`src/rtl/pipe_hazard_ctrl_pkg.sv`:
```
// ---------------------------------------------------------------------------
// pipe_pkg
// Shared types and constants for the IF/ID/EX/MEM/WB interlock controller.
//   REG_ID_LEN  : register id width (8-entry register file)
//   SB_DEPTH    : scoreboard entries, one per stage after ID (EX, MEM, WB)
//   sb_entry_t  : one in-flight write {valid, wr_en, wr_reg, set_flags}
//   pipe_state_t: controller FSM state
// ---------------------------------------------------------------------------
package pipe_pkg;

  localparam int REG_ID_LEN = 3;
  localparam int SB_DEPTH   = 3;

  typedef struct packed {
    logic                  valid;
    logic                  wr_en;
    logic [REG_ID_LEN-1:0] wr_reg;
    logic                  set_flags;
  } sb_entry_t;

  typedef enum logic [1:0] {
    RUN   = 2'd0,
    STALL = 2'd1,
    FLUSH = 2'd2
  } pipe_state_t;

endpackage

```
`src/rtl/pipe_hazard_ctrl_if.sv`:
```
// ---------------------------------------------------------------------------
// pipe_hazard_ctrl_if
// Bundles the ID-stage decode information going into the hazard controller
// and the pipeline load/flush controls coming back out of it.
//   master : drives the id_* decode fields, observes the controls
//   slave  : the controller (reads id_*, drives controls and status)
// ---------------------------------------------------------------------------
interface pipe_hazard_ctrl_if #(
  parameter int CNT_LEN = 16
);
  import pipe_pkg::*;

  // ID-stage decode
  logic                  id_valid;
  logic [REG_ID_LEN-1:0] id_rs1;
  logic [REG_ID_LEN-1:0] id_rs2;
  logic                  id_use_rs1;
  logic                  id_use_rs2;
  logic                  id_use_flags;
  logic                  id_wr_en;
  logic [REG_ID_LEN-1:0] id_wr_reg;
  logic                  id_set_flags;
  logic                  id_redirect;

  // Pipeline controls and status
  logic                  pc_ld;
  logic                  pr1_ld;
  logic                  pr1_flush;
  logic                  pr2_bubble;
  logic                  pc_sel_redir;
  logic [1:0]            state_o;
  logic [CNT_LEN-1:0]    stall_cnt;

  modport master (
    output id_valid, id_rs1, id_rs2, id_use_rs1, id_use_rs2, id_use_flags,
           id_wr_en, id_wr_reg, id_set_flags, id_redirect,
    input  pc_ld, pr1_ld, pr1_flush, pr2_bubble, pc_sel_redir, state_o,
           stall_cnt
  );

  modport slave (
    input  id_valid, id_rs1, id_rs2, id_use_rs1, id_use_rs2, id_use_flags,
           id_wr_en, id_wr_reg, id_set_flags, id_redirect,
    output pc_ld, pr1_ld, pr1_flush, pr2_bubble, pc_sel_redir, state_o,
           stall_cnt
  );

endinterface

```
`src/rtl/pipe_hazard_ctrl_scoreboard.sv`:
```
// ---------------------------------------------------------------------------
// pipe_scoreboard
// Shift chain of in-flight writes (entry 0 = EX, 1 = MEM, 2 = WB) plus the
// combinational lookups the interlock needs.
// Ports:
//   clk, rst      : clock, synchronous active-high reset (empties the chain)
//   i_issue       : the ID instruction advances into EX this edge
//   i_entry       : its scoreboard entry
//   i_rs1, i_rs2  : ID source registers to look up
//   o_match_rs1/2 : a pending write targets that register
//   o_flag_busy   : the EX entry will update the flags
// ---------------------------------------------------------------------------
module pipe_scoreboard
  import pipe_pkg::*;
#(
  parameter int RF_BYPASS = 0
) (
  input  logic                  clk,
  input  logic                  rst,
  input  logic                  i_issue,
  input  sb_entry_t             i_entry,
  input  logic [REG_ID_LEN-1:0] i_rs1,
  input  logic [REG_ID_LEN-1:0] i_rs2,
  output logic                  o_match_rs1,
  output logic                  o_match_rs2,
  output logic                  o_flag_busy
);

  // With a write-through register file the WB entry is already readable,
  // so only EX and MEM are searched.
  localparam int NCHK = (RF_BYPASS != 0) ? SB_DEPTH - 1 : SB_DEPTH;

  sb_entry_t           r_sb [SB_DEPTH];
  logic [SB_DEPTH-1:0] w_hit_rs1;
  logic [SB_DEPTH-1:0] w_hit_rs2;

  always_ff @(posedge clk) begin
    if (rst) begin
      for (int k = 0; k < SB_DEPTH; k++) begin
        r_sb[k] <= '0;
      end
    end else begin
      r_sb[0] <= i_issue ? i_entry : '0;
      for (int k = 1; k < SB_DEPTH; k++) begin
        r_sb[k] <= r_sb[k-1];
      end
    end
  end

  genvar gi;
  generate
    for (gi = 0; gi < SB_DEPTH; gi++) begin : g_match
      if (gi < NCHK) begin : g_chk
        assign w_hit_rs1[gi] = r_sb[gi].valid & r_sb[gi].wr_en &
                               (r_sb[gi].wr_reg == i_rs1);
        assign w_hit_rs2[gi] = r_sb[gi].valid & r_sb[gi].wr_en &
                               (r_sb[gi].wr_reg == i_rs2);
      end else begin : g_skip
        assign w_hit_rs1[gi] = 1'b0;
        assign w_hit_rs2[gi] = 1'b0;
      end
    end
  endgenerate

  assign o_match_rs1 = |w_hit_rs1;
  assign o_match_rs2 = |w_hit_rs2;

  // Flags are written as the producer leaves EX, so only entry 0 matters.
  assign o_flag_busy = r_sb[0].valid & r_sb[0].set_flags;

  // Flag bits beyond EX, and the whole WB entry when bypassing, are carried
  // along the chain but never consulted.
  logic w_unused_bits;
  assign w_unused_bits = ^{r_sb[1].set_flags, r_sb[2]};

endmodule

```
`src/rtl/pipe_hazard_ctrl.sv`:
```
// ---------------------------------------------------------------------------
// pipe_hazard_ctrl
// Interlock and flush controller for a 5-stage pipeline without forwarding.
// Stalls IF/ID on RAW hazards against writes still in EX/MEM/WB, bubbles
// PR2 while stalled, and squashes the IF slot after a taken redirect
// resolved in ID.
// Ports:
//   clk  : clock, rising edge
//   rst  : synchronous active-high reset
//   bus  : pipe_hazard_ctrl_if.slave -- ID decode in, PC/PR1/PR2 controls,
//          FSM state and saturating stall counter out
// ---------------------------------------------------------------------------
module pipe_hazard_ctrl
  import pipe_pkg::*;
#(
  parameter int RF_BYPASS = 0,
  parameter int CNT_LEN   = 16
) (
  input  logic                     clk,
  input  logic                     rst,
  pipe_hazard_ctrl_if.slave        bus
);

  pipe_state_t        r_state;
  pipe_state_t        w_state_next;
  logic [CNT_LEN-1:0] r_stall_cnt;

  logic      w_in_flush;
  logic      w_match_rs1;
  logic      w_match_rs2;
  logic      w_flag_busy;
  logic      w_hazard;
  logic      w_redirect;
  logic      w_issue;
  sb_entry_t w_entry;

  logic w_pc_ld;
  logic w_pr1_ld;
  logic w_pr1_flush;
  logic w_pr2_bubble;
  logic w_pc_sel_redir;

  // The slot in ID during FLUSH was fetched down the wrong path: it never
  // issues, never stalls and cannot redirect.
  assign w_in_flush = (r_state == FLUSH);

  assign w_hazard = bus.id_valid & ~w_in_flush &
                    ((bus.id_use_rs1   & w_match_rs1) |
                     (bus.id_use_rs2   & w_match_rs2) |
                     (bus.id_use_flags & w_flag_busy));

  assign w_redirect = bus.id_redirect & bus.id_valid & ~w_hazard & ~w_in_flush;
  assign w_issue    = bus.id_valid & ~w_hazard & ~w_in_flush;

  assign w_entry = '{valid:     1'b1,
                     wr_en:     bus.id_wr_en,
                     wr_reg:    bus.id_wr_reg,
                     set_flags: bus.id_set_flags};

  pipe_scoreboard #(
    .RF_BYPASS (RF_BYPASS)
  ) u_sb (
    .clk         (clk),
    .rst         (rst),
    .i_issue     (w_issue),
    .i_entry     (w_entry),
    .i_rs1       (bus.id_rs1),
    .i_rs2       (bus.id_rs2),
    .o_match_rs1 (w_match_rs1),
    .o_match_rs2 (w_match_rs2),
    .o_flag_busy (w_flag_busy)
  );

  always_ff @(posedge clk) begin
    if (rst) begin
      r_state <= RUN;
    end else begin
      r_state <= w_state_next;
    end
  end

  // Next state and control decode. A hazard outranks a redirect; the
  // redirect is taken once the operands it depends on have cleared.
  always_comb begin
    w_state_next   = r_state;
    w_pc_ld        = 1'b1;
    w_pr1_ld       = 1'b1;
    w_pr1_flush    = 1'b0;
    w_pr2_bubble   = 1'b0;
    w_pc_sel_redir = 1'b0;
    case (r_state)
      FLUSH: begin
        w_pr2_bubble = 1'b1;
        w_state_next = RUN;
      end
      RUN, STALL: begin
        if (w_hazard) begin
          w_pc_ld      = 1'b0;
          w_pr1_ld     = 1'b0;
          w_pr2_bubble = 1'b1;
          w_state_next = STALL;
        end else if (w_redirect) begin
          w_pc_sel_redir = 1'b1;
          w_pr1_flush    = 1'b1;
          w_state_next   = FLUSH;
        end else begin
          w_state_next = RUN;
        end
      end
      default: begin
        w_state_next = RUN;
      end
    endcase
  end

  always_ff @(posedge clk) begin
    if (rst) begin
      r_stall_cnt <= '0;
    end else if (w_hazard && (r_stall_cnt != {CNT_LEN{1'b1}})) begin
      r_stall_cnt <= r_stall_cnt + 1'b1;
    end
  end

  assign bus.pc_ld        = w_pc_ld;
  assign bus.pr1_ld       = w_pr1_ld;
  assign bus.pr1_flush    = w_pr1_flush;
  assign bus.pr2_bubble   = w_pr2_bubble;
  assign bus.pc_sel_redir = w_pc_sel_redir;
  assign bus.state_o      = r_state;
  assign bus.stall_cnt    = r_stall_cnt;

endmodule

```
`src/flat_wrapper.sv`:
```
// flat-port wrapper written by rule: the top's interface ports become plain ports
module pipe_hazard_ctrl_flat import pipe_pkg::*;
#(
  parameter int RF_BYPASS = 0,
  parameter int CNT_LEN   = 16
)
  (clk, rst, bus_id_valid, bus_id_rs1, bus_id_rs2, bus_id_use_rs1, bus_id_use_rs2, bus_id_use_flags, bus_id_wr_en, bus_id_wr_reg, bus_id_set_flags, bus_id_redirect, bus_pc_ld, bus_pr1_ld, bus_pr1_flush, bus_pr2_bubble, bus_pc_sel_redir, bus_state_o, bus_stall_cnt);
  pipe_hazard_ctrl_if #(.CNT_LEN(CNT_LEN)) bus_i ();
  input  logic clk;
  input  logic rst;
  input wire logic [$bits(bus_i.id_valid)-1:0] bus_id_valid;
  input wire logic [$bits(bus_i.id_rs1)-1:0] bus_id_rs1;
  input wire logic [$bits(bus_i.id_rs2)-1:0] bus_id_rs2;
  input wire logic [$bits(bus_i.id_use_rs1)-1:0] bus_id_use_rs1;
  input wire logic [$bits(bus_i.id_use_rs2)-1:0] bus_id_use_rs2;
  input wire logic [$bits(bus_i.id_use_flags)-1:0] bus_id_use_flags;
  input wire logic [$bits(bus_i.id_wr_en)-1:0] bus_id_wr_en;
  input wire logic [$bits(bus_i.id_wr_reg)-1:0] bus_id_wr_reg;
  input wire logic [$bits(bus_i.id_set_flags)-1:0] bus_id_set_flags;
  input wire logic [$bits(bus_i.id_redirect)-1:0] bus_id_redirect;
  output wire logic [$bits(bus_i.pc_ld)-1:0] bus_pc_ld;
  output wire logic [$bits(bus_i.pr1_ld)-1:0] bus_pr1_ld;
  output wire logic [$bits(bus_i.pr1_flush)-1:0] bus_pr1_flush;
  output wire logic [$bits(bus_i.pr2_bubble)-1:0] bus_pr2_bubble;
  output wire logic [$bits(bus_i.pc_sel_redir)-1:0] bus_pc_sel_redir;
  output wire logic [$bits(bus_i.state_o)-1:0] bus_state_o;
  output wire logic [$bits(bus_i.stall_cnt)-1:0] bus_stall_cnt;
  assign bus_i.id_valid = bus_id_valid;
  assign bus_i.id_rs1 = bus_id_rs1;
  assign bus_i.id_rs2 = bus_id_rs2;
  assign bus_i.id_use_rs1 = bus_id_use_rs1;
  assign bus_i.id_use_rs2 = bus_id_use_rs2;
  assign bus_i.id_use_flags = bus_id_use_flags;
  assign bus_i.id_wr_en = bus_id_wr_en;
  assign bus_i.id_wr_reg = bus_id_wr_reg;
  assign bus_i.id_set_flags = bus_id_set_flags;
  assign bus_i.id_redirect = bus_id_redirect;
  assign bus_pc_ld = bus_i.pc_ld;
  assign bus_pr1_ld = bus_i.pr1_ld;
  assign bus_pr1_flush = bus_i.pr1_flush;
  assign bus_pr2_bubble = bus_i.pr2_bubble;
  assign bus_pc_sel_redir = bus_i.pc_sel_redir;
  assign bus_state_o = bus_i.state_o;
  assign bus_stall_cnt = bus_i.stall_cnt;
  pipe_hazard_ctrl #(.RF_BYPASS(RF_BYPASS), .CNT_LEN(CNT_LEN)) u_core (.clk(clk), .rst(rst), .bus(bus_i));
endmodule
```
`config.mk`:
```
export PLATFORM = sky130hd
export DESIGN_NAME = pipe_hazard_ctrl_flat
export DESIGN_NICKNAME = d
export VERILOG_FILES = /design/src/rtl/pipe_hazard_ctrl_pkg.sv /design/src/rtl/pipe_hazard_ctrl_if.sv /design/src/rtl/pipe_hazard_ctrl_scoreboard.sv /design/src/rtl/pipe_hazard_ctrl.sv /design/src/flat_wrapper.sv
export SDC_FILE = /design/constraint.sdc
export NUM_CORES = 1
export LEC_CHECK = 0
export BUFFER_PORTS_ARGS = -buffer_cell sky130_fd_sc_hd__buf_2
export CAP_MARGIN = 20
export CORE_AREA = 10 10 68 70
export DETAILED_ROUTE_END_ITERATION = 16
export DIE_AREA = 0 0 78 80
export GPL_TIMING_DRIVEN = 0
export PLACE_DENSITY = 0.77
export SLEW_MARGIN = 5
export SYNTH_ARGS = -nofsm -noshare
export SYNTH_HDL_FRONTEND = slang
export SYNTH_SLANG_ARGS = --single-unit
```
`constraint.sdc`:
```
create_clock -name clk -period 2.5 [get_ports clk]
set_input_delay 0.5 -clock clk [delete_from_list [all_inputs] [get_ports clk]]
set_output_delay 0.5 -clock clk [all_outputs]
set_load 0.1 [all_outputs]
```
==> results of run 1 <==
[state kept, by name (all words and copies together), names as in the netlist]
| register | count |
|---|---|
| u_core.u_sb.r_sb | 16 |
| u_core.bus.state_o | 2 |
| u_core.bus.stall_cnt | 16 |
[logic make-up (layout without fill, tap and decap cells)]
kind of cell | count (synthesis) | in the layout | share of synthesized area [%]
and+or+nand+nor | 85 | 85 | 29.1
DFF | 34 | 34 | 41.3
AOI/OAI and AO/OA | 28 | 28 | 11.5
xor gates and xnor gates | 18 | 18 | 9.57
buffers and inverters | 15 | 67 | 4.56
muxes | 4 | 4 | 3.19
adders and majority gates | 1 | 1 | 0.760
[what timing repair did]
item / CTS / global route
endpoints found under the setup margin: 5 / 5
resized for setup: 28 / 13
hold endpoints to repair: 0 / 0
pin swaps: 6 / 5
setup buffers: 3 / 2
[final cells by class]
cell class / instances / area, um^2
plain buffers: 6 / 58.8
clock inverters: 1 / 8.76
flip-flops and latches: 34 / 706
inverters: 8 / 30.0
clock buffers: 7 / 87.6
repair buffers: 45 / 313
well taps: 46 / 57.6
fillers: 258 / 1030
multi-input cells: 136 / 991
[worst min-delay path: cells and delay by family]
| family | cells | cell delay (ps) |
|---|---|---|
| buf+inv | 2 | 130 |
| simple gates | 1 | 30 |
[where the power goes]
| part | leakage [nW] | internal (mW) | total [mW] | switching [mW] |
|---|---|---|---|---|
| clock | 0.0518 | 0.233 | 0.439 | 0.207 |
| sequential | 0.283 | 0.549 | 0.558 | 0.00889 |
| combinational | 0.609 | 0.0484 | 0.124 | 0.0756 |
| total | 0.944 | 0.830 | 1.12 | 0.291 |
[per-layer routing]
metal,GRT usage (%),wire (um)
met4,3.94,62
met2,24.0,2130
met5,0,0
met1,15.7,1790
met3,6.31,268
[through the flow]
step | worst slack (ps) | instance area [um^2] | power (mW) | util, %
final | -182 | 2250 | 1.12 | 68.6
after global routing | -256 | 2250 | 1.16 | 68.6
after CTS | -213 | 2180 | 1.12 | 66.5
after detailed placement | -541 | 1980 | 0.673 | 60.2
after global placement | -508 | 1980 | 0.672 | 60.2
after floorplan | -470 | 1720 | 0.640 | -
[cells in the final DEF, fill, tap and decap left out, drive strengths merged, types with 2 or more instances in the layout]
master / n
and2: 2
nor4: 9
nand3: 6
inv: 8
nand2b: 2
o21ai: 5
mux2: 4
a21oi: 11
clkbuf: 10
or3: 5
buf: 48
xor2: 18
or4: 5
nor3: 3
nand2: 15
nor2b: 13
nor2: 16
dfxtp: 34
nand4: 5
o31ai: 6
[worst min-delay path by stage]
stage	start	endpoint	slack, ps	depth (start not counted)
after floorplan	u_core.u_sb.r_sb[0][4]$_SDFF_PP0_	u_core.u_sb.r_sb[0][10]$_SDFF_PP0_	440	1
after global placement	u_core.u_sb.r_sb[0][10]$_SDFF_PP0_	u_core.u_sb.r_sb[0][16]$_SDFF_PP0_	450	1
after detailed placement	u_core.u_sb.r_sb[0][10]$_SDFF_PP0_	u_core.u_sb.r_sb[0][16]$_SDFF_PP0_	450	1
after CTS	bus_id_wr_reg[0]	u_core.u_sb.r_sb[0][1]$_SDFF_PP0_	330	3
after global routing	bus_id_wr_reg[0]	u_core.u_sb.r_sb[0][1]$_SDFF_PP0_	330	3
final	bus_id_wr_reg[0]	u_core.u_sb.r_sb[0][1]$_SDFF_PP0_	340	3
==> results by group, run 1 <==
Timing
  • Unrepaired setup endpoints after global routing: yes
  • Period utilization: 107%
  • Worst Setup Slack, final: -182 ps
  • Pin slew with the least headroom to its limit: 563 ps
  • Number of setup violations in the final report: 5
  • Setup TNS: -644 ps
  • Hold violation total from the final report: 0
  • Max-slew violations: 0
  • Worst clock skew: ~8.5 ps
  • Hold slack final: between 300 and 400 ps
  • F_max: between 0.3 and 0.4 GHz
  • Worst-case headroom to the max-slew limit: 62.3%
  • Final critical-path required period: 2680 ps

Setup path
  • Most common cell on crit path: sky130_fd_sc_hd__buf_12
  • Chain of cells forming the critical path: xor2_2 -> nor4_2 -> o31a_1 -> or3_4 -> nor3_4 -> buf_12 -> buf_12
  • Startpoint of the most critical setup path: u_core.u_sb.r_sb[0][3]$_SDFF_PP0_
  • Critical Path RT: approximately 2000 ps
  • Worst EP arrival: roughly 2200 ps
  • Cells on worst reg2reg path: 8
  • Max stage delay on crit path: 390 ps
  • CP bufs+invs: 2
  • FF-to-FF Start: u_core.u_sb.r_sb[0][9]$_SDFF_PP0_
  • Worst setup path end: bus_pr1_flush
  • Destination of the worst register-to-register timing path: u_core.bus.stall_cnt[7]$_SDFFE_PP0P_
  • Register-to-Register Setup Slack: roughly 330 ps
  • WP depth: 7
  • Cell type of the slowest stage on the worst timing path: sky130_fd_sc_hd__dfxtp_4
  • Cell family contributing the most delay on the critical path: simple AND/OR/NAND/NOR gates
  • Top fanout value on the critical path: 3
  • Worst setup EP type: output port
  • Startpoint type of the worst setup path: flip-flop
  • Path type of the worst setup path: flip-flop to output port

Logic synthesis
  • Post-Synthesis Net Count: between 200 and 250
  • Cell area after synthesis: 1650 um^2
  • Top cells by area in the synthesized netlist: sky130_fd_sc_hd__dfxtp_1 41%, sky130_fd_sc_hd__xor2_1 9.6%, sky130_fd_sc_hd__nor2b_1 4.9%
  • Number of flops mapped to enable cells by yosys: 0
  • Most instantiated flip-flop cell in the synthesis netlist: sky130_fd_sc_hd__dfxtp_1
  • Fraction of post-synthesis cell area in the top cell type by area: 41.3%
  • Post-synth top area cell: sky130_fd_sc_hd__dfxtp_1
  • Synth Warn #: 0
  • Distinct cell type count after synthesis: 38
  • Fraction of synthesis flops using an asynchronous set or reset pin: 0%
  • Most repeated cell in the gate-level netlist after synthesis: sky130_fd_sc_hd__dfxtp_1
  • Instance count of the mapped netlist: roughly 190
  • Sequential element share of the synthesized area: 41.3%
  • Flip-flop and latch count after synthesis: 34
  • Synth top cells by count: 34 x sky130_fd_sc_hd__dfxtp_1, 18 x sky130_fd_sc_hd__xor2_1, 15 x sky130_fd_sc_hd__nand2_1, 15 x sky130_fd_sc_hd__nor2_1, 13 x sky130_fd_sc_hd__nor2b_1
  • Synthesized area per cell: 8.90 um^2

Drt
  • Final WL: 4250 um
  • Detailed-route via count: 1519
  • Average via count per standard cell: 5.37
  • DRC Markers: 0
  • Total iterations of the first detailed-routing run: 5
  • DRC marker count from the first detailed-route iteration: 98
  • Count of nets left with antenna violations after detail routing: 0
  • Average detailed-routed wire length per instance: 15.0 um

Clocking
  • Number of clock buffers inserted by TritonCTS: 5
  • CTS H-tree lvls: 2
  • Clock transition at the registers of the reported paths: 120 ps
  • Worst-case clock buffer depth: 2
  • Clock root cell: sky130_fd_sc_hd__clkbuf_4
  • TritonCTS clock tree: built
  • Hold buffer count at CTS: 0
  • Num Clock Sinks: 34
  • Clock insertion delay at the later pin of the skew report: 350 ps

Pwr
  • Pwr per Cell Area: ~500 nW/um^2
  • Leakage power of the design: roughly 0.94 nW
  • Peak supply drop: roughly 0.00032 V

Global route
  • Wire length of the first global-routing pass: roughly 7200 um
  • Total global-route track usage: 14.1%
  • Remaining global-route overflow: 0
  • Initial antenna violation count: 0
  • Via count of the first global-routing pass: 1504
  • Pin count of the biggest net entering global routing: 13

Place
  • Total of buffers placed on input and output ports: 40
  • Routability congestion estimate from global placement: 0.845
  • Number of placed instances, taps included: approximately 270
  • Post-DP HPWL: 2920 um

Run status
  • Violations in the final reports: negative setup slack
  • Outcome: complete, but fails checks

Die
  • Top Ports: 41
  • Effective utilization at floorplan: 50.1%
  • Die height: 80 um
  • Core footprint: 3280 um^2
  • Overall die area: 6240 um^2
  • Rows: 21
  • X dimension of the die: 78 um

Cells and area
  • # nets final: 255
  • Layout-stage area growth over the synthesis result: 36.8%
  • Fraction of layout cells with a size suffix above 1: 39.7%
  • Antenna Diode Count: 0
  • Cell Count, Final, Fillers Out: between 200 and 300

Min path
  • Hold/Removal Path Class: input port to flip-flop

Job
  • Count of maximum capacitance violations: 0
Power figures use the tool's default switching activity.
==> run 2, diff against run 1 <==
Settings changed: CORE_AREA 10 10 68 70 to 10 10 91 53, DIE_AREA 0 0 78 80 to 0 0 101 63, PLACE_DENSITY 0.77 to 0.79.
==> run 2 against run 1 <==
The run still ends with negative setup slack left. Sequential cell count stayed put. Final area is 1.3% higher. Final cell count is 0.71% lower. Clock-buffer cell count is 1 lower. Critical endpoint is now bus_pc_sel_redir. Largest cell class unchanged.
==> results by group, run 2 (same netlist as run 1, synthesis figures left out) <==
Run status
  • Outcome: complete, but fails checks
  • Violations in the final reports: negative setup slack

Cells and area
  • Total of fill cells in the finished design: 258 (unchanged)
  • Fraction of layout cells with a size suffix above 1: 40.2% (+0.50 points)
  • Seq. cell area: 713 um^2 (+1.1%)
  • Most frequent cells in the layout: 35 x sky130_fd_sc_hd__buf_2, 20 x sky130_fd_sc_hd__dfxtp_1, 15 x sky130_fd_sc_hd__nor2_1
  • Layout-stage area growth over the synthesis result: 38.6%
  • # nets final: 257 (+0.78%)
  • Antenna Diode Count: 0 (unchanged)
  • Area of the multi-input gates: 998 um^2 (+0.76%)
  • Most common cell after layout, fill and taps aside: sky130_fd_sc_hd__buf_2

Drt
  • DRC marker count from the first detailed-route iteration: 75 (-23%)
  • Detailed-route via count: 1496 (-1.5%)
  • Average via count per standard cell: 5.32 (-0.81%)
  • Average detailed-routed wire length per instance: 16.5 um (+9.9%)
  • Final WL: 4640 um (+9.2%)
  • Total iterations of the first detailed-routing run: 4 (-1)
  • DRC Markers: 0 (unchanged)
  • Count of nets left with antenna violations after detail routing: 0 (unchanged)

Pwr
  • Sum of internal, switching and leakage power: 1.11 mW (-0.91%)
  • Leakage power of the design: 0.954 nW (+1.0%)
  • Peak supply drop: 0.000331 V (+2.6%)
  • Pwr per Cell Area: 487 nW/um^2 (-2.2%)

Global route
  • Met2 capacity usage during global routing: 19.0% (-4.9 points)
  • Initial antenna violation count: 0 (unchanged)
  • Via count of the first global-routing pass: 1432 (-4.8%)
  • Total global-route track usage: 13.9% (-0.23 points)
  • Met1 routing resource usage after global routing: 19.0% (+3.3 points)
  • Met3 layer usage reported by global route: 5.74% (-0.57 points)
  • Pin count of the biggest net entering global routing: 12 (-1)
  • Remaining global-route overflow: 0 (unchanged)
  • Wire length of the first global-routing pass: 7110 um (-1.8%)
  • Busiest layer in global routing: met2

Timing
  • Number of setup violations in the final report: 5 (unchanged)
  • Unrepaired setup endpoints after global routing: yes
  • Period utilization: 106% (-1.4 points)
  • F_max: 0.378 GHz (+1.3%)
  • Worst clock skew: 5.28 ps (-3.23 ps)
  • Hold violation total from the final report: 0 (unchanged)
  • Pin slew with the least headroom to its limit: 606 ps (+43.0 ps)
  • Worst-case headroom to the max-slew limit: 59.4% (-2.9 points)
  • Worst Setup Slack, final: -148 ps (+33.9 ps)
  • Max-slew violations: 0 (unchanged)
  • Final critical-path required period: 2650 ps (-33.9 ps)

Min path
  • Hold/Removal Path Class: input port to flip-flop

Clocking
  • Hold buffer count at CTS: 0 (unchanged)
  • Num Clock Sinks: 34 (unchanged)
  • Worst-case clock buffer depth: 2 (unchanged)
  • CTS H-tree lvls: 2 (unchanged)
  • TritonCTS clock tree: built
  • Clock insertion delay at the later pin of the skew report: 290 ps (-60 ps)
  • Clock root cell: sky130_fd_sc_hd__clkbuf_8
  • Clock transition at the registers of the reported paths: 70 ps (-50 ps)
  • Number of clock buffers inserted by TritonCTS: 5 (unchanged)

Setup path
  • Worst setup EP type: output port
  • Worst setup path end: bus_pc_sel_redir
  • Top fanout value on the critical path: 3 (unchanged)
  • FF-to-FF Start: u_core.u_sb.r_sb[0][2]$_SDFF_PP0_
  • Max stage delay on crit path: 400 ps (about the same)
  • Startpoint type of the worst setup path: input port
  • Destination of the worst register-to-register timing path: u_core.bus.stall_cnt[7]$_SDFFE_PP0P_
  • Critical Path RT: 2000 ps (about the same)
  • Path type of the worst setup path: input port to output port
  • Cell family contributing the most delay on the critical path: simple AND/OR/NAND/NOR gates
  • Register-to-Register Setup Slack: 320 ps (about the same)
  • Chain of cells forming the critical path: buf_2 -> xor2_1 -> nor4_2 -> o31a_1 -> or3_4 -> nor3_4 -> buf_6 -> buf_12
  • Cells on worst reg2reg path: 8 (unchanged)
  • Worst EP arrival: 2150 ps (-30 ps)
  • Cell type of the slowest stage on the worst timing path: sky130_fd_sc_hd__or3_4
  • WP depth: 8 (+1)
  • CP bufs+invs: 3 (+1)
  • Startpoint of the most critical setup path: bus_id_rs2[0]

Die
  • Core footprint: 3280 um^2 (unchanged)
  • Rows: 15 (-29%)
  • Overall die area: 6360 um^2 (+2.0%)
  • Die height: 63 um (-21%)
  • X dimension of the die: 101 um (+29%)
  • Top Ports: 41 (unchanged)
  • Effective utilization at floorplan: 50.1% (unchanged)

Place
  • Routability congestion estimate from global placement: 0.868 (+2.7%)
  • Post-DP HPWL: 3340 um (+14%)
  • Minimum setup slack after placement: -561 ps (-20.6 ps)
  • Total of buffers placed on input and output ports: 40 (unchanged)

Job
  • Count of maximum capacitance violations: 0 (unchanged)
run 2: cell types whose count changed in the layout (fill, tap and decap cells not counted), sizes merged:
| cell | previous run | this run |
|---|---|---|
| clkbuf | 10 | 9 |
| buf | 48 | 50 |
| inv | 8 | 9 |
run 2: metrics by stage:
step	std cells	area [um^2]	utilization (%)	setup TNS, ps	hold WS, ps
finish	281	2280	69.5	-575	415
global route	281	2280	69.5	-850	412
CTS	279	2180	66.2	-683	409
detailed placement	267	1970	60.0	-2140	460
global placement	267	1970	60.0	-2020	455
floorplan	185	1720	-	-802	438
run 2: cell type report:
class / count / area share, %
clock buffers: 6 / 3.62
repair buffers: 47 / 14.7
multi-input cells: 136 / 43.7
plain buffers: 6 / 2.58
inverters: 8 / 1.32
clock inverters: 2 / 0.493
flip-flops and latches: 34 / 31.2
well taps: 42 / 2.30
run 2: how the worst min path moves through the flow:
stage | startpoint | to | slack, ps | cells past startpoint
after floorplan | u_core.u_sb.r_sb[0][4]$_SDFF_PP0_ | u_core.u_sb.r_sb[0][10]$_SDFF_PP0_ | 440 | 1
final | bus_id_wr_reg[1] | u_core.u_sb.r_sb[0][2]$_SDFF_PP0_ | 410 | 3
after global routing | bus_id_wr_reg[1] | u_core.u_sb.r_sb[0][2]$_SDFF_PP0_ | 410 | 3
after CTS | bus_id_wr_reg[2] | u_core.u_sb.r_sb[0][3]$_SDFF_PP0_ | 410 | 3
after global placement | u_core.u_sb.r_sb[0][10]$_SDFF_PP0_ | u_core.u_sb.r_sb[0][16]$_SDFF_PP0_ | 450 | 1
after detailed placement | u_core.u_sb.r_sb[0][10]$_SDFF_PP0_ | u_core.u_sb.r_sb[0][16]$_SDFF_PP0_ | 460 | 1
run 2: repair_timing:
item / in CTS / in global routing
cloned: 0 / 0
resized for setup: 27 / 19
pin swaps: 7 / 11
buffers inserted: 4 / 3
setup endpoints to repair: 5 / 5
run 2: where the power goes:
| part | leakage [nW] | switching [mW] | total (mW) | internal [mW] |
|---|---|---|---|---|
| registers | 0.284 | 0.00958 | 0.556 | 0.547 |
| clock network | 0.0515 | 0.202 | 0.424 | 0.222 |
| logic | 0.618 | 0.0793 | 0.131 | 0.0518 |
run 2: metal layers:
layer  share of wire (%)  vias up
met5                   0        -
met1                  48      682
met2                  43       59
met3                 9.0        4
met4                0.60        0
li1                    -      751
run 2: tightest hold or removal path, cell delays in order:
cell	delay (ps)
sky130_fd_sc_hd__buf_2	90
sky130_fd_sc_hd__inv_1	40
sky130_fd_sc_hd__nor2_1	30
==> run 3, diff against run 2 <==
Settings changed: REMOVE_ABC_BUFFERS from default to 1.
==> run 3 against run 2 <==
The run still ends with negative setup slack left. Register-to-register slack got worse by 60 ps. Final area is 7.7% lower. Die area did not move. Wire length decreased by 6.1%. Critical path depth down 2. Non-clock buffer count is 10 lower. Largest power group unchanged.
==> results by group, run 3 (same netlist as run 1, synthesis figures left out) <==
Run status
  • Outcome: complete, but fails checks
  • Violations in the final reports: negative setup slack

Pwr
  • Peak supply drop: 0.000319 V (-3.4%)
  • Sum of internal, switching and leakage power: 1.09 mW (-2.0%)
  • Pwr per Cell Area: 517 nW/um^2 (+6.2%)
  • Leakage power of the design: 0.883 nW (-7.4%)

Die
  • Overall die area: 6360 um^2 (unchanged)
  • Core footprint: 3280 um^2 (unchanged)
  • Top Ports: 41 (unchanged)
  • Rows: 15 (unchanged)
  • X dimension of the die: 101 um (unchanged)
  • Die height: 63 um (unchanged)
  • Effective utilization at floorplan: 50.1% (unchanged)

Clocking
  • Clock root cell: sky130_fd_sc_hd__clkbuf_8
  • Clock insertion delay at the later pin of the skew report: 280 ps (about the same)
  • Num Clock Sinks: 34 (unchanged)
  • Clock transition at the registers of the reported paths: 70 ps (about the same)
  • Worst-case clock buffer depth: 2 (unchanged)
  • CTS H-tree lvls: 2 (unchanged)
  • Hold buffer count at CTS: 0 (unchanged)
  • Number of clock buffers inserted by TritonCTS: 5 (unchanged)
  • TritonCTS clock tree: built

Drt
  • Final WL: 4360 um (-6.1%)
  • Total iterations of the first detailed-routing run: 4 (unchanged)
  • Detailed-route via count: 1448 (-3.2%)
  • Average via count per standard cell: 5.32 (about the same)
  • Average detailed-routed wire length per instance: 16.0 um (-3.0%)
  • DRC marker count from the first detailed-route iteration: 171 (+130%)
  • DRC Markers: 0 (unchanged)
  • Count of nets left with antenna violations after detail routing: 0 (unchanged)

Cells and area
  • Most common cell after layout, fill and taps aside: sky130_fd_sc_hd__buf_2
  • Final cell utilization of the core: 64.1% (-5.4 points)
  • Layout-stage area growth over the synthesis result: 27.9%
  • Total of fill cells in the finished design: 280 (+8.5%)
  • # nets final: 248 (-3.5%)
  • Area of the multi-input gates: 968 um^2 (-3.0%)
  • Seq. cell area: 691 um^2 (-3.2%)
  • Most frequent cells in the layout: 35 x sky130_fd_sc_hd__buf_2, 28 x sky130_fd_sc_hd__dfxtp_1, 15 x sky130_fd_sc_hd__nand2_1, 15 x sky130_fd_sc_hd__nor2_1
  • Antenna Diode Count: 0 (unchanged)
  • Fraction of layout cells with a size suffix above 1: 33.5% (-6.7 points)
  • Final non-filler cell area: 2110 um^2 (-7.7%)

Setup path
  • Top fanout value on the critical path: 3 (unchanged)
  • Cell type of the slowest stage on the worst timing path: sky130_fd_sc_hd__dfxtp_2
  • Path type of the worst setup path: flip-flop to output port
  • Startpoint of the most critical setup path: u_core.u_sb.r_sb[0][9]$_SDFF_PP0_
  • Startpoint type of the worst setup path: flip-flop
  • Max stage delay on crit path: 390 ps (about the same)
  • Worst setup EP type: output port
  • Worst EP arrival: 2140 ps (about the same)
  • FF-to-FF Start: u_core.u_sb.r_sb[0][9]$_SDFF_PP0_
  • Critical Path RT: 2000 ps (about the same)
  • Chain of cells forming the critical path: xor2_2 -> nor4_1 -> o31a_1 -> or3_4 -> nor3_4 -> buf_12

Timing
  • Worst-case headroom to the max-slew limit: 42.1% (-17 points)
  • Worst Setup Slack, final: -141 ps (+7.32 ps)
  • Hold violation total from the final report: 0 (unchanged)
  • Number of setup violations in the final report: 3 (-2)
  • Unrepaired setup endpoints after global routing: yes
  • Setup TNS: -320 ps (+255 ps)
  • Worst clock skew: 4.01 ps (-1.27 ps)
  • Final critical-path required period: 2640 ps (-7.32 ps)
  • Max-slew violations: 0 (unchanged)
  • Period utilization: 106% (-0.29 points)
  • F_max: 0.379 GHz (+0.28%)
  • Pin slew with the least headroom to its limit: 864 ps (+258 ps)

Global route
  • Met1 routing resource usage after global routing: 18.2% (-0.81 points)
  • Wire length of the first global-routing pass: 6730 um (-5.3%)
  • Remaining global-route overflow: 0 (unchanged)
  • Initial antenna violation count: 0 (unchanged)
  • Via count of the first global-routing pass: 1328 (-7.3%)
  • Busiest layer in global routing: met1
  • Pin count of the biggest net entering global routing: 34 (+22)
  • Total global-route track usage: 13.1% (-0.78 points)
  • Met2 capacity usage during global routing: 16.0% (-3.1 points)
  • Met3 layer usage reported by global route: 6.95% (+1.2 points)

Place
  • Total of buffers placed on input and output ports: 40 (unchanged)
  • Minimum setup slack after placement: -777 ps (-216 ps)
  • Post-Place Cell Area: 1850 um^2 (-5.9%)
  • Post-DP HPWL: 2980 um (-11%)
  • Routability congestion estimate from global placement: 0.906 (+4.4%)

Min path
  • Hold/Removal Path Class: input port to flip-flop
  • Origin of the worst min-delay path: bus_id_wr_reg[0]

Job
  • Count of maximum capacitance violations: 0 (unchanged)
[run 3: power by group]
part,total (mW),switching [mW],leakage [nW],internal (mW)
clock,0.415,0.193,0.0482,0.222
combinational,0.114,0.0728,0.556,0.0411
sequential,0.560,0.00897,0.278,0.551
[run 3: worst paths after layout]
check | endpoint | slack, ps | depth (start not counted)
max | bus_pc_sel_redir | -140 | 6
min | u_core.u_sb.r_sb[0][1]$_SDFF_PP0_ | 420 | 3
max reg2reg | u_core.bus.stall_cnt[15]$_SDFFE_PP0P_ | 260 | 7
min reg2reg | u_core.u_sb.r_sb[0][16]$_SDFF_PP0_ | 470 | 1
[run 3: worst max-delay path, delay by kind of cell (launching register included)]
kind / cells / cell delay, ps
xor gates and xnor gates: 1 / 180
AOI/OAI and AO/OA: 1 / 340
and+or+nand+nor: 3 / 720
buffers and inverters: 1 / 220
DFF: 1 / 390
[run 3: layout make-up]
class	count	share of cell area, %
sequential	34	32.8
tap	42	2.50
multi-input combinational	137	46.0
clock buffer	7	4.10
inverter	8	1.43
clock inverter	1	0.238
timing repair buffer	43	13.0
[run 3: through the flow]
stage	std cells	hold WS (ps)
after global placement	260	451
after detailed placement	260	451
final	272	416
after CTS	272	411
after global routing	272	424
after floorplan	178	438
[run 3: layer usage]
layer / vias up / wire length, um
met5: - / 0
met4: 0 / 51
met3: 6 / 467
met2: 63 / 1780
met1: 642 / 2060
li1: 737 / -
[run 3: repair_timing]
| action | CTS | global route |
|---|---|---|
| buffers inserted | 3 | 0 |
| cloned | 1 | 0 |
| pin swaps | 6 | 5 |
| endpoints found under the setup margin | 5 | 5 |
| gates resized for setup | 24 | 9 |
